**src/rtl/sweeper_pkg.sv**
```systemverilog
// Shared definitions for the truth-table sweeper family: FSM state encoding
// and the last-vector helper used to detect the end of a sweep.
package sweeper_pkg;

  typedef enum logic [1:0] {
    S_IDLE  = 2'd0,
    S_APPLY = 2'd1,
    S_CHECK = 2'd2,
    S_DONE  = 2'd3
  } state_t;

  // Highest input vector of an n_in-bit sweep (2^n_in - 1).
  function automatic logic [31:0] last_vec(input int unsigned n_in);
    last_vec = (32'd1 << n_in) - 32'd1;
  endfunction

endpackage

```
**src/rtl/settle_timer.sv**
```systemverilog
// Loadable down-counter with a registered zero flag; times how long a stimulus
// vector is held before its outputs are sampled.
module settle_timer #(
  parameter int SETTLE = 1,
  parameter int W      = $clog2(SETTLE + 1)
) (
  input  logic         clk,
  input  logic         reset,
  input  logic         load,
  input  logic [W-1:0] load_val,
  input  logic         dec,
  output logic [W-1:0] count,
  output logic         zero
);

  logic [W-1:0] count_r;
  logic [W-1:0] count_s;
  logic         zero_r;

  // Next count: load wins over decrement; decrement stops at zero.
  always_comb begin
    count_s = count_r;
    if (load) begin
      count_s = load_val;
    end else if (dec && (count_r != {W{1'b0}})) begin
      count_s = count_r - W'(1);
    end else begin
      count_s = count_r;
    end
  end

  // Counter and zero flag registers.
  always_ff @(posedge clk) begin
    if (reset) begin
      count_r <= {W{1'b0}};
      zero_r  <= 1'b1;
    end else begin
      count_r <= count_s;
      zero_r  <= (count_s == {W{1'b0}});
    end
  end

  assign count = count_r;
  assign zero  = zero_r;

endmodule

```
**src/rtl/truth_table_sweeper.sv**
```systemverilog
// Exhaustive stimulus engine: walks every input vector, holds it SETTLE cycles,
// then compares two candidate outputs and records mismatch statistics.
module truth_table_sweeper
  import sweeper_pkg::*;
#(
  parameter int N_IN   = 3,
  parameter int N_OUT  = 1,
  parameter int SETTLE = 1
) (
  input  logic            clk,
  input  logic            reset,
  input  logic            start,
  output logic [N_IN-1:0] vec,
  input  logic [N_OUT-1:0] y_a,
  input  logic [N_OUT-1:0] y_b,
  output logic            sample_valid,
  output logic            busy,
  output logic            done,
  output logic            pass,
  output logic [N_IN:0]   err_count,
  output logic [N_IN-1:0] first_err_vec,
  output logic            first_err_valid
);

  localparam int TW = $clog2(SETTLE + 1);
  localparam logic [TW-1:0]   RELOAD     = TW'(SETTLE - 1);
  localparam logic [31:0]     LAST_VEC_W = last_vec(N_IN);
  localparam logic [N_IN-1:0] LAST_VEC   = LAST_VEC_W[N_IN-1:0];

  state_t          state_r;
  state_t          state_s;
  logic            load_s;
  logic            dec_s;
  logic            zero_s;
  logic [TW-1:0]   count_s;
  logic            mismatch_s;
  logic            accept_s;

  logic [N_IN-1:0] vec_r;
  logic [N_IN-1:0] vec_s;
  logic [N_IN:0]   err_r;
  logic [N_IN:0]   err_s;
  logic [N_IN-1:0] fev_r;
  logic [N_IN-1:0] fev_s;
  logic            fevv_r;
  logic            fevv_s;
  logic            sample_valid_r;
  logic            busy_r;
  logic            done_r;
  logic            pass_r;

  settle_timer #(
    .SETTLE (SETTLE),
    .W      (TW)
  ) u_timer (
    .clk      (clk),
    .reset    (reset),
    .load     (load_s),
    .load_val (RELOAD),
    .dec      (dec_s),
    .count    (count_s),
    .zero     (zero_s)
  );

  assign accept_s   = ((state_r == S_IDLE) || (state_r == S_DONE)) && start;
  assign mismatch_s = (y_a != y_b);

  // Next-state and settle-timer control.
  always_comb begin
    state_s = state_r;
    load_s  = 1'b0;
    dec_s   = 1'b0;
    case (state_r)
      S_IDLE, S_DONE: begin
        if (start) begin
          state_s = S_APPLY;
          load_s  = 1'b1;
        end else begin
          state_s = state_r;
        end
      end
      S_APPLY: begin
        if (zero_s) begin
          state_s = S_CHECK;
        end else begin
          dec_s = 1'b1;
        end
      end
      S_CHECK: begin
        if (vec_r == LAST_VEC) begin
          state_s = S_DONE;
        end else begin
          state_s = S_APPLY;
          load_s  = 1'b1;
        end
      end
      default: begin
        state_s = S_IDLE;
      end
    endcase
  end

  // Vector stepping and mismatch bookkeeping.
  always_comb begin
    vec_s  = vec_r;
    err_s  = err_r;
    fev_s  = fev_r;
    fevv_s = fevv_r;
    if (accept_s) begin
      vec_s  = {N_IN{1'b0}};
      err_s  = {(N_IN+1){1'b0}};
      fevv_s = 1'b0;
    end else if (state_r == S_CHECK) begin
      if (mismatch_s) begin
        err_s = err_r + (N_IN+1)'(1);
        // Only the first mismatch of a sweep is captured.
        if (!fevv_r) begin
          fev_s  = vec_r;
          fevv_s = 1'b1;
        end else begin
          fev_s  = fev_r;
          fevv_s = fevv_r;
        end
      end else begin
        err_s = err_r;
      end
      if (vec_r != LAST_VEC) begin
        vec_s = vec_r + N_IN'(1);
      end else begin
        vec_s = vec_r;
      end
    end else begin
      vec_s = vec_r;
    end
  end

  // State, datapath and status output registers.
  always_ff @(posedge clk) begin
    if (reset) begin
      state_r        <= S_IDLE;
      vec_r          <= {N_IN{1'b0}};
      err_r          <= {(N_IN+1){1'b0}};
      fev_r          <= {N_IN{1'b0}};
      fevv_r         <= 1'b0;
      sample_valid_r <= 1'b0;
      busy_r         <= 1'b0;
      done_r         <= 1'b0;
      pass_r         <= 1'b0;
    end else begin
      state_r        <= state_s;
      vec_r          <= vec_s;
      err_r          <= err_s;
      fev_r          <= fev_s;
      fevv_r         <= fevv_s;
      sample_valid_r <= (state_s == S_CHECK);
      busy_r         <= (state_s == S_APPLY) || (state_s == S_CHECK);
      done_r         <= (state_s == S_DONE);
      pass_r         <= (state_s == S_DONE) && (err_s == {(N_IN+1){1'b0}});
    end
  end

  assign vec             = vec_r;
  assign sample_valid    = sample_valid_r;
  assign busy            = busy_r;
  assign done            = done_r;
  assign pass            = pass_r;
  assign err_count       = err_r;
  assign first_err_vec   = fev_r;
  assign first_err_valid = fevv_r;

endmodule

```
**config.mk**
```make
export PLATFORM = sky130hd
export DESIGN_NAME = truth_table_sweeper
export DESIGN_NICKNAME = d
export VERILOG_FILES = /design/src/rtl/sweeper_pkg.sv /design/src/rtl/settle_timer.sv /design/src/rtl/truth_table_sweeper.sv
export SDC_FILE = /design/constraint.sdc
export NUM_CORES = 1
export LEC_CHECK = 0
export CORE_MARGIN = 2
export CORE_UTILIZATION = 30
export CTS_CLUSTER_DIAMETER = 30
export DETAILED_ROUTE_END_ITERATION = 8
export HOLD_SLACK_MARGIN = 0.1
export PLACE_DENSITY = 0.54
export REMOVE_ABC_BUFFERS = 1
export SYNTH_ARGS = -nofsm -noshare
export SYNTH_HDL_FRONTEND = slang
export SYNTH_SLANG_ARGS = --single-unit
```
**constraint.sdc**
```tcl
create_clock -name clk -period 2.1 [get_ports clk]
set_clock_uncertainty 0.05 [all_clocks]
set_input_delay 0.315 -clock clk [delete_from_list [all_inputs] [get_ports clk]]
set_output_delay 0.315 -clock clk [all_outputs]
set_load 0.02 [all_outputs]
```
=== Word-level counts from Yosys, hierarchy flattened ===
Index checks and enable logic that the tools add are counted.
Widths: inputs -> output; s select.

* Bits in registers: 19
* Bits of input ports: 5
* Output and inout port bits: 15

* Reductions and logical operators: 12
* Bitwise operators: 3
* Muxes and demuxes: 14
* $add $sub $neg: 3
* Equal/unequal tests: 9

{| class="wikitable"
|+ Operators by type and width
! cell !! count
|-
| $mux 4 || 3
|-
| $eq 2x2->1 const B || 4
|-
| $mux 1 || 6
|-
| $mux 2 || 3
|-
| $pmux 2 s3 || 1
|-
| $add 4x1->4 const B || 1
|-
| $eq 2x1->1 const B || 2
|-
| $logic_not 4->1 || 1
|-
| $reduce_and 2->1 || 2
|-
| $reduce_and 4->1 || 1
|-
| $reduce_or 2->1 || 2
|-
| $add 3x1->3 const B || 1
|-
| $eq 3x3->1 const B || 1
|-
| $logic_and 1x1->1 || 3
|-
| $ne 3x3->1 const B || 1
|-
| $not 1->1 || 3
|-
| $logic_not 2->1 || 1
|-
| $logic_or 1x1->1 || 2
|-
| $pmux 1 s2 || 1
|-
| $ne 1x1->1 || 1
|-
| $sub 1x1->1 const B || 1
|}

=== Longest topological paths before layout ===
Gate-level depths: netlist (run 1).

* Word-level depth: 6
* Depth in mapped cells: 11
* Depth with buffers taken out: 10

=== Cells and area by module ===
Synthesis (run 1) repeated with hierarchy kept, for this count alone.

* Cell total of the unflattened synthesis: 94
* Area, all modules: 872.1 µm²

{| class="wikitable"
|+ By module, submodules not included
! module !! seq. area each (µm²) !! cells each !! instances !! area an instance (µm²)
|-
| truth_table_sweeper || 340.3 || 88 || 1 || 807.0
|-
| settle_timer || 40.0 || 6 || 1 || 65.1
|}

=== Worst setup path before layout (run 1) ===
Ideal clock, no wire load.

* Path kind: flip-flop to flip-flop
* Start: register vec_r[0] (netlist: vec[0])
* End: register pass_r (netlist: pass)
* Setup time: 87 ps
* Cell stages (with the launch flop): 11
* Period minus slack after synthesis: 2076 ps
* Slack: 24 ps
* Arrival: 1939 ps
* Path buffers: 0
* Path through: dfxtp_1 ha_1 ha_1 a21oi_1 nor2_1 nor2_1 a211oi_1 ha_1 nor2b_1 nand3_1 o31ai_1

* Cells in the longest elaborated chain, start to end: 5

{| class="wikitable"
|+ RTL lines
! element !! RTL line !! source
|-
| start: declaration || truth_table_sweeper.sv:39 || <nowiki>logic [N_IN-1:0] vec_r;</nowiki>
|-
| start signal: assignment || truth_table_sweeper.sv:141 || <nowiki>vec_r <= {N_IN{1'b0}};</nowiki>
|-
| start signal: assignment || truth_table_sweeper.sv:151 || <nowiki>vec_r <= vec_s;</nowiki>
|-
| $eq 3x3->1 || truth_table_sweeper.sv:90 || <nowiki>if (vec_r == LAST_VEC) begin</nowiki>
|-
| $mux 2 || truth_table_sweeper.sv:90 ||
|-
| $pmux 2 s3 || truth_table_sweeper.sv:73 || <nowiki>case (state_r)</nowiki>
|-
| named net state_s[1] || truth_table_sweeper.sv:31 || <nowiki>state_t state_s;</nowiki>
|-
| $eq 2x2->1 || truth_table_sweeper.sv:158 || <nowiki>pass_r <= (state_s == S_DONE) && (err_s == {(N_IN+1){1'b0}});</nowiki>
|-
| $logic_and 1x1->1 || truth_table_sweeper.sv:158 ||
|-
| end signal: assignment || truth_table_sweeper.sv:158 ||
|-
| end: declaration || truth_table_sweeper.sv:50 || <nowiki>logic pass_r;</nowiki>
|}

The timed path passes the listed nets, and every way through them passes these cells.
A chain may end at the register's enable or synchronous reset.

=== Final worst setup path (run 1) ===
* Start: register state_r[0]
* End: register pass_r (netlist: pass)

* Elaborated cells between the ends (all ways): 15

{| class="wikitable"
|+ RTL lines
! element !! RTL line !! source
|-
| start: declaration || truth_table_sweeper.sv:30 || <nowiki>state_t state_r;</nowiki>
|-
| start signal: assignment || truth_table_sweeper.sv:150 || <nowiki>state_r <= state_s;</nowiki>
|-
| $eq 2x2->1 / $logic_not 2->1 (equally long branches) || truth_table_sweeper.sv:73 ||
|-
| $reduce_or 2->1 || truth_table_sweeper.sv:73 ||
|-
| $pmux 2 s3 * || truth_table_sweeper.sv:73 ||
|-
| named net state_s[0] || truth_table_sweeper.sv:31 ||
|-
| $eq 2x2->1 * || truth_table_sweeper.sv:158 ||
|-
| $logic_and 1x1->1 * || truth_table_sweeper.sv:158 ||
|}

The timed path passes the listed nets; every way through them passes the cells marked *.

==> results_dict.tcl, run 1 <==
set metrics [dict create \
    synth_area_leaders "dfxtp_1 (44%), ha_1 (10%), mux2i_1 (6.9%), nor2_1 (6.5%), nor2b_1 (3.6%)" \
    netlist_top_cells_count "dfxtp_1 (19), nor2_1 (15), ha_1 (7)" \
    nNetsFinal 129 \
    die_w_um 57.84 \
    grt_overflow 0 \
    setup_tns_ns 0 \
    clk_latency_ns 0.30 \
    instances_no_fill 147 \
    finalMaxSlewViolations 0 \
    fmax_mhz 538.9 \
    grt_pass1_vias 717 \
    synth_area_um2 869.6 \
    rows 19 \
    crit_start "state_r[0]$_SDFF_PP0_" \
    synth.ff_latch_count 19 \
    routed_via_density 4.823 \
    yosys.area.top_type "dfxtp_1" \
    cts_buffers 3 \
    timing.max_cap.violations 0 \
    syn_avg_cell_area_um2 9.662 \
    path_max_fanout 7 \
    synth_top_cell_area_share_pct 43.74 \
    via_count 709 \
    arrival_ns 2.03 \
    drt-total-wl_mm 1.723 \
    outcome "finished clean" \
    antennaDiodeCount 0 \
    finalCriticalPeriod_ns 1.856 \
    ir_drop_mv 0.5939 \
    hold_start "u_timer.count$_SDFF_PP0_" \
    synth_warnings 0 \
    antenna_found_initial 0 \
    clk_pin_slew_ns 0.12 \
    hold_viol 0 \
    cp-start-kind "flop" \
    cts_root_buf "clkbuf_4" \
    syn_to_final_growth_pct 34.10 \
    htree_levels 1 \
    place_area_um2 1119 \
    r2r_slack_ns 0.24 \
    hp-class "flop to flop" \
    place_congestion 0.7873 \
    synth_most_common_cell "dfxtp_1" \
    cts_tree "done" \
    rsz0062_at_grt "false" \
    setup_viol 0 \
    hold_ws_ns 0.3625 \
    synth_enable_flop_cells 0 \
    routedWlPerCell_um 11.72 \
    slew_headroom_pct 73.30 \
    ioPinCount 20 \
    grt_pass1_wl_mm 2.918 \
    clockBufferDepth 2 \
    dp_hpwl_mm 1.312 \
    synth.distinct_cells 25 \
    hold_buffers 0 \
    antenna_left 0 \
    die_y_um 57.84 \
    cellPowerDensity_nw_per_um2 1092 \
    end_kind "flop" \
    die_area_um2 3345 \
    r2r-start "state_r[0]$_SDFF_PP0_" \
    core_area_um2 2758 \
    final_core_util_pct 42.29 \
    clkSinkCount 19 \
    grt_usage_pct 11.21 \
    grt_max_degree 12 \
    cp_data_required_time_ns 2.27 \
    fin_area_um2 1166 \
    p_leak_nw 0.4923 \
    first_pass_iters 2 \
    dr.first_iter.drc_count 11 \
    io_buffers 19 \
    synth_ff_type "dfxtp_1" \
    place_inst 143 \
    worst_slew_pin_slew_ns 0.3993 \
    fill_cells 292 \
    period_share_pct 88.36 \
    ys_seq_area_share_pct 43.74 \
    drive_above_1_share_pct 12.07 \
    drcViolationCount 0 \
    start_util_pct 31.53 \
    synth_cells 90 \
    critPathKind "flop to flop" \
    synthArstFlopShare_pct 0 \
]
## placed cells by master (no fill, tap or decap)
cell | Yosys | layout
ha_1 | 7 | 6
a21oi_1 | 5 | 5
xnor2_1 | 2 | 2
nand3b_1 | 2 | 2
a211oi_1 | 3 | 2
ha_4 | 0 | 1
dfxtp_2 | 0 | 1
clkdlybuf4s50_1 | 0 | 19
nand3_1 | 4 | 4
nor2b_1 | 5 | 4
nor2b_2 | 0 | 1
and3b_1 | 1 | 1
buf_4 | 1 | 6
xor2_1 | 3 | 3
a21o_1 | 2 | 2
clkbuf_1 | 1 | 1
dfxtp_1 | 19 | 18
clkbuf_4 | 0 | 3
nor2_1 | 15 | 15
mux2i_1 | 6 | 6
or3_1 | 1 | 1
o21ai_0 | 1 | 1
inv_1 | 3 | 3
nand2_1 | 3 | 3
nand4_1 | 1 | 1
o31ai_1 | 1 | 1
nor2b_4 | 1 | 1
a211oi_2 | 0 | 1
a2111oi_0 | 1 | 1
a22o_1 | 1 | 1
## final timing paths
kind                             end  cells after the start
max                  pass$_SDFF_PP0_                     10
min          u_timer.zero$_SDFF_PP1_                      1
max reg2reg          pass$_SDFF_PP0_                     10
min reg2reg  u_timer.zero$_SDFF_PP1_                      1
## final cells by class
class	instances	area [um2]	share of cell area, %
Clock buffer	4	26.28	2.253
Inverter	3	11.26	0.9657
Tap cell	31	38.79	3.326
Sequential cell	19	381.6	32.73
Timing Repair Buffer	25	235.2	20.17
Multi-Input combinational cell	65	473.0	40.56
## stage by stage
| stage | power, W | setup WS (ns) |
|---|---|---|
| floorplan | 0.0008358 | 0.02071 |
| global placement | 0.001038 | 0.1275 |
| detailed placement | 0.001037 | 0.05645 |
| CTS | 0.001226 | 0.03498 |
| global route | 0.001387 | 0.02078 |
| finish | 0.001274 | 0.2444 |
## worst max-delay path: stages (launching register included)
cell and delay, ns:
dfxtp_1 0.35, inv_1 0.07, ha_4 0.30, buf_4 0.13
nor2_1 0.04, a22o_1 0.23, inv_1 0.07, ha_1 0.13
nor2b_2 0.17, nand3_1 0.08, o31ai_1 0.18
## kinds of logic after synthesis
kind of cell / count (synthesis) / synth area share (%)
buffers and inverters: 6 / 4.172
DFF: 19 / 43.74
and+or+nand+nor: 33 / 19.42
muxes: 6 / 6.907
adders and majority gates: 7 / 10.07
AOI/OAI and AO/OA: 14 / 10.65
xor gates and xnor gates: 5 / 5.037
## what timing repair did
item                       4_1_cts  5_1_grt
setup buffers                    0        0
gates resized for setup          0        5
setup endpoints to repair        0        1
## per-layer routing
metal	share of wire [%]	global-route usage, %	vias to the layer above
met5	0	0	-
met4	0	3.987	0
met3	3.7	2.679	0
met2	49	19.32	15
met1	47	13.59	330
li1	-	-	364
## sequential cells by signal, summed over array words and instances (netlist names)
signal and flops:
pass 1, done 1, u_timer.count 1, err_count 4, state_r 2, sample_valid 1
busy 1, first_err_valid 1, first_err_vec 3, u_timer.zero 1, vec 3
## power breakdown
| group | switching [W] | leakage (nW) | internal [W] |
|---|---|---|---|
| logic | 0.000322 | 0.323 | 0.000313 |
| registers | 0.0000326 | 0.155 | 0.000418 |
| clock network | 0.000114 | 0.0150 | 0.0000739 |
Power figures use the tool's default switching activity.
==> run 2: changes to the inputs <==
--- a/config.mk
+++ b/config.mk
@@ -6,11 +6,11 @@
 export NUM_CORES = 1
 export LEC_CHECK = 0
 export CORE_MARGIN = 2
-export CORE_UTILIZATION = 30
+export CORE_UTILIZATION = 38
 export CTS_CLUSTER_DIAMETER = 30
 export DETAILED_ROUTE_END_ITERATION = 8
 export HOLD_SLACK_MARGIN = 0.1
-export PLACE_DENSITY = 0.54
+export PLACE_DENSITY = 0.63
 export REMOVE_ABC_BUFFERS = 1
 export SYNTH_ARGS = -nofsm -noshare
 export SYNTH_HDL_FRONTEND = slang
==> constraint.sdc (replaced) <==
create_clock -name clk -period 2 [get_ports clk]
set_clock_uncertainty 0.05 [all_clocks]
set_input_delay 0.5 -clock clk [delete_from_list [all_inputs] [get_ports clk]]
set_output_delay 0.5 -clock clk [all_outputs]
set_load 0.02 [all_outputs]
==> run 2 against run 1 <==
Against the previous run:
- core utilization up 15 points
- sequential power up 4%
- worst hold slack about the same
- sequential cell count unchanged
- die area down 20%
- largest power group unchanged
==> results_dict.tcl, run 2 (synthesis gave the netlist of run 1 again) <==
set metrics [dict create \
    cp.depth 1 \
    reg2regPathDepth 8 \
    p_leak_nw 0.5377 \
    cts_buffers 3 \
    critPathKind "flop to output port" \
    rsz0062_at_grt "true" \
    worst_slack_ns 0.05875 \
    finalMaxSlewViolations 0 \
    hold_viol 0 \
    cellPowerDensity_nw_per_um2 1167 \
    place_congestion 0.7885 \
    place_ws_ns -0.1688 \
    hold_ws_ns 0.3623 \
    cts_root_buf "clkbuf_4" \
    r2r-end "pass$_SDFF_PP0_" \
    endpoint "err_count[0]" \
    routed_via_density 5.000 \
    antenna_left 0 \
    grt_pass1_wl_mm 3.070 \
    core_area_um2 2191 \
    ir_drop_mv 0.6355 \
    critPathTopFamily "buffers and inverters" \
    htree_levels 1 \
    drt-total-wl_mm 1.842 \
    final_cell_mix "clkdlybuf4s50_1 (19), dfxtp_1 (17), nor2_1 (15), buf_4 (15), mux2i_1 (6)" \
    path_max_fanout 6 \
    clkSinkCount 19 \
    antenna_found_initial 0 \
    drive_above_1_share_pct 22.40 \
    critPathSlowestCell "clkdlybuf4s50_1" \
    rows 17 \
    slew_headroom_pct 72.70 \
    place_area_um2 1160 \
    start_util_pct 39.69 \
    clockBufferDepth 2 \
    die_y_um 51.84 \
    finalCriticalPeriod_ns 1.941 \
    io_buffers 19 \
    routedWlPerCell_um 12.04 \
    r2r_slack_ns 0.10 \
    fin_area_um2 1251 \
    seq_area_um2 382.9 \
    dr.first_iter.drc_count 9 \
    via_count 765 \
    die_area_um2 2687 \
    nNetsFinal 138 \
    grt_max_degree 11 \
    largest_reg_flops 4 \
    clk_latency_ns 0.30 \
    die_w_um 51.84 \
    final_core_util_pct 57.11 \
    ioPinCount 20 \
    fmax_mhz 515.1 \
    end_kind "output port" \
    r2r-start "state_r[0]$_SDFF_PP0_" \
    syn_to_final_growth_pct 43.88 \
    cp_data_required_time_ns 1.45 \
    dp_hpwl_mm 1.342 \
    arrival_ns 1.39 \
    cts_tree "done" \
    cp-start-kind "flop" \
    grt_overflow 0 \
    clk_pin_slew_ns 0.11 \
    cp_num_buf_inv 1 \
    cp_cell_sequence "clkdlybuf4s50_1" \
    grt_pass1_vias 761 \
    grt_usage_pct 15.50 \
    cpPeakStageDelay_ns 0.64 \
    layout_commonest_cell "clkdlybuf4s50_1" \
    worst_slew_pin_slew_ns 0.3992 \
    period_share_pct 97.06 \
    drcViolationCount 0 \
    crit_start "err_count[0]$_SDFF_PP0_" \
    first_pass_iters 4 \
    timing.max_cap.violations 0 \
    setup_viol 0 \
    fill_cells 212 \
    hp-class "flop to flop" \
    multiInputGateArea_um2 493.0 \
    outcome "finished clean" \
    antennaDiodeCount 0 \
]
run 2: changes by cell type in the layout (fill, tap and decap cells not counted), sizes merged:
cell	delta
buf	+9
run 2: worst min path at each step:
| stage | from | end | slack [ns] | cells past startpoint |
|---|---|---|---|---|
| 3_5_place_dp | u_timer.count$_SDFF_PP0_ | u_timer.zero$_SDFF_PP1_ | 0.34 | 1 |
| 5_1_grt | u_timer.count$_SDFF_PP0_ | u_timer.zero$_SDFF_PP1_ | 0.40 | 1 |
| 6_report | u_timer.count$_SDFF_PP0_ | u_timer.zero$_SDFF_PP1_ | 0.36 | 1 |
| 2_1_floorplan | u_timer.count$_SDFF_PP0_ | u_timer.zero$_SDFF_PP1_ | 0.33 | 1 |
| 4_1_cts | u_timer.count$_SDFF_PP0_ | u_timer.zero$_SDFF_PP1_ | 0.37 | 1 |
| 3_3_place_gp | u_timer.count$_SDFF_PP0_ | u_timer.zero$_SDFF_PP1_ | 0.33 | 1 |
run 2: layout make-up:
| class | count | share of cell area (%) |
|---|---|---|
| clock buffer | 4 | 2.100 |
| tap | 28 | 2.800 |
| timing repair buffer | 34 | 24.20 |
| sequential | 19 | 30.60 |
| inverter | 3 | 0.9000 |
| multi-input combinational | 65 | 39.40 |
run 2: per-layer routing:
layer / up-vias / track usage (%) / share of wire, % / wire (um)
met5: - / 0 / 0 / 0
li1: 381 / - / - / -
met1: 369 / 16.96 / 45 / 820
met2: 13 / 28.06 / 52 / 950
met4: 0 / 7.895 / 0.76 / 14
met3: 2 / 2.874 / 3.0 / 55
run 2: where the power goes:
part           internal, W  total [W]  switching, W
clock network    0.0000778   0.000199      0.000121
registers         0.000439   0.000467     0.0000273
logic             0.000423   0.000795      0.000372
total             0.000940    0.00146      0.000520
run 2: what timing repair did:
action,4_1_cts,5_1_grt
endpoints found under the setup margin,1,1
setup buffers,0,3
pin swaps,0,3
resized for setup,1,10
hold buffers,0,0
run 2: through the flow:
step / cells / power [W] / TNS [ns]
after global routing: 153 / 0.001583 / -0.01668
after detailed placement: 146 / 0.001196 / -0.2170
after global placement: 146 / 0.001177 / -0.08485
final: 153 / 0.001460 / 0
after CTS: 150 / 0.001412 / 0
after floorplan: 87 / 0.0008776 / -0.07929
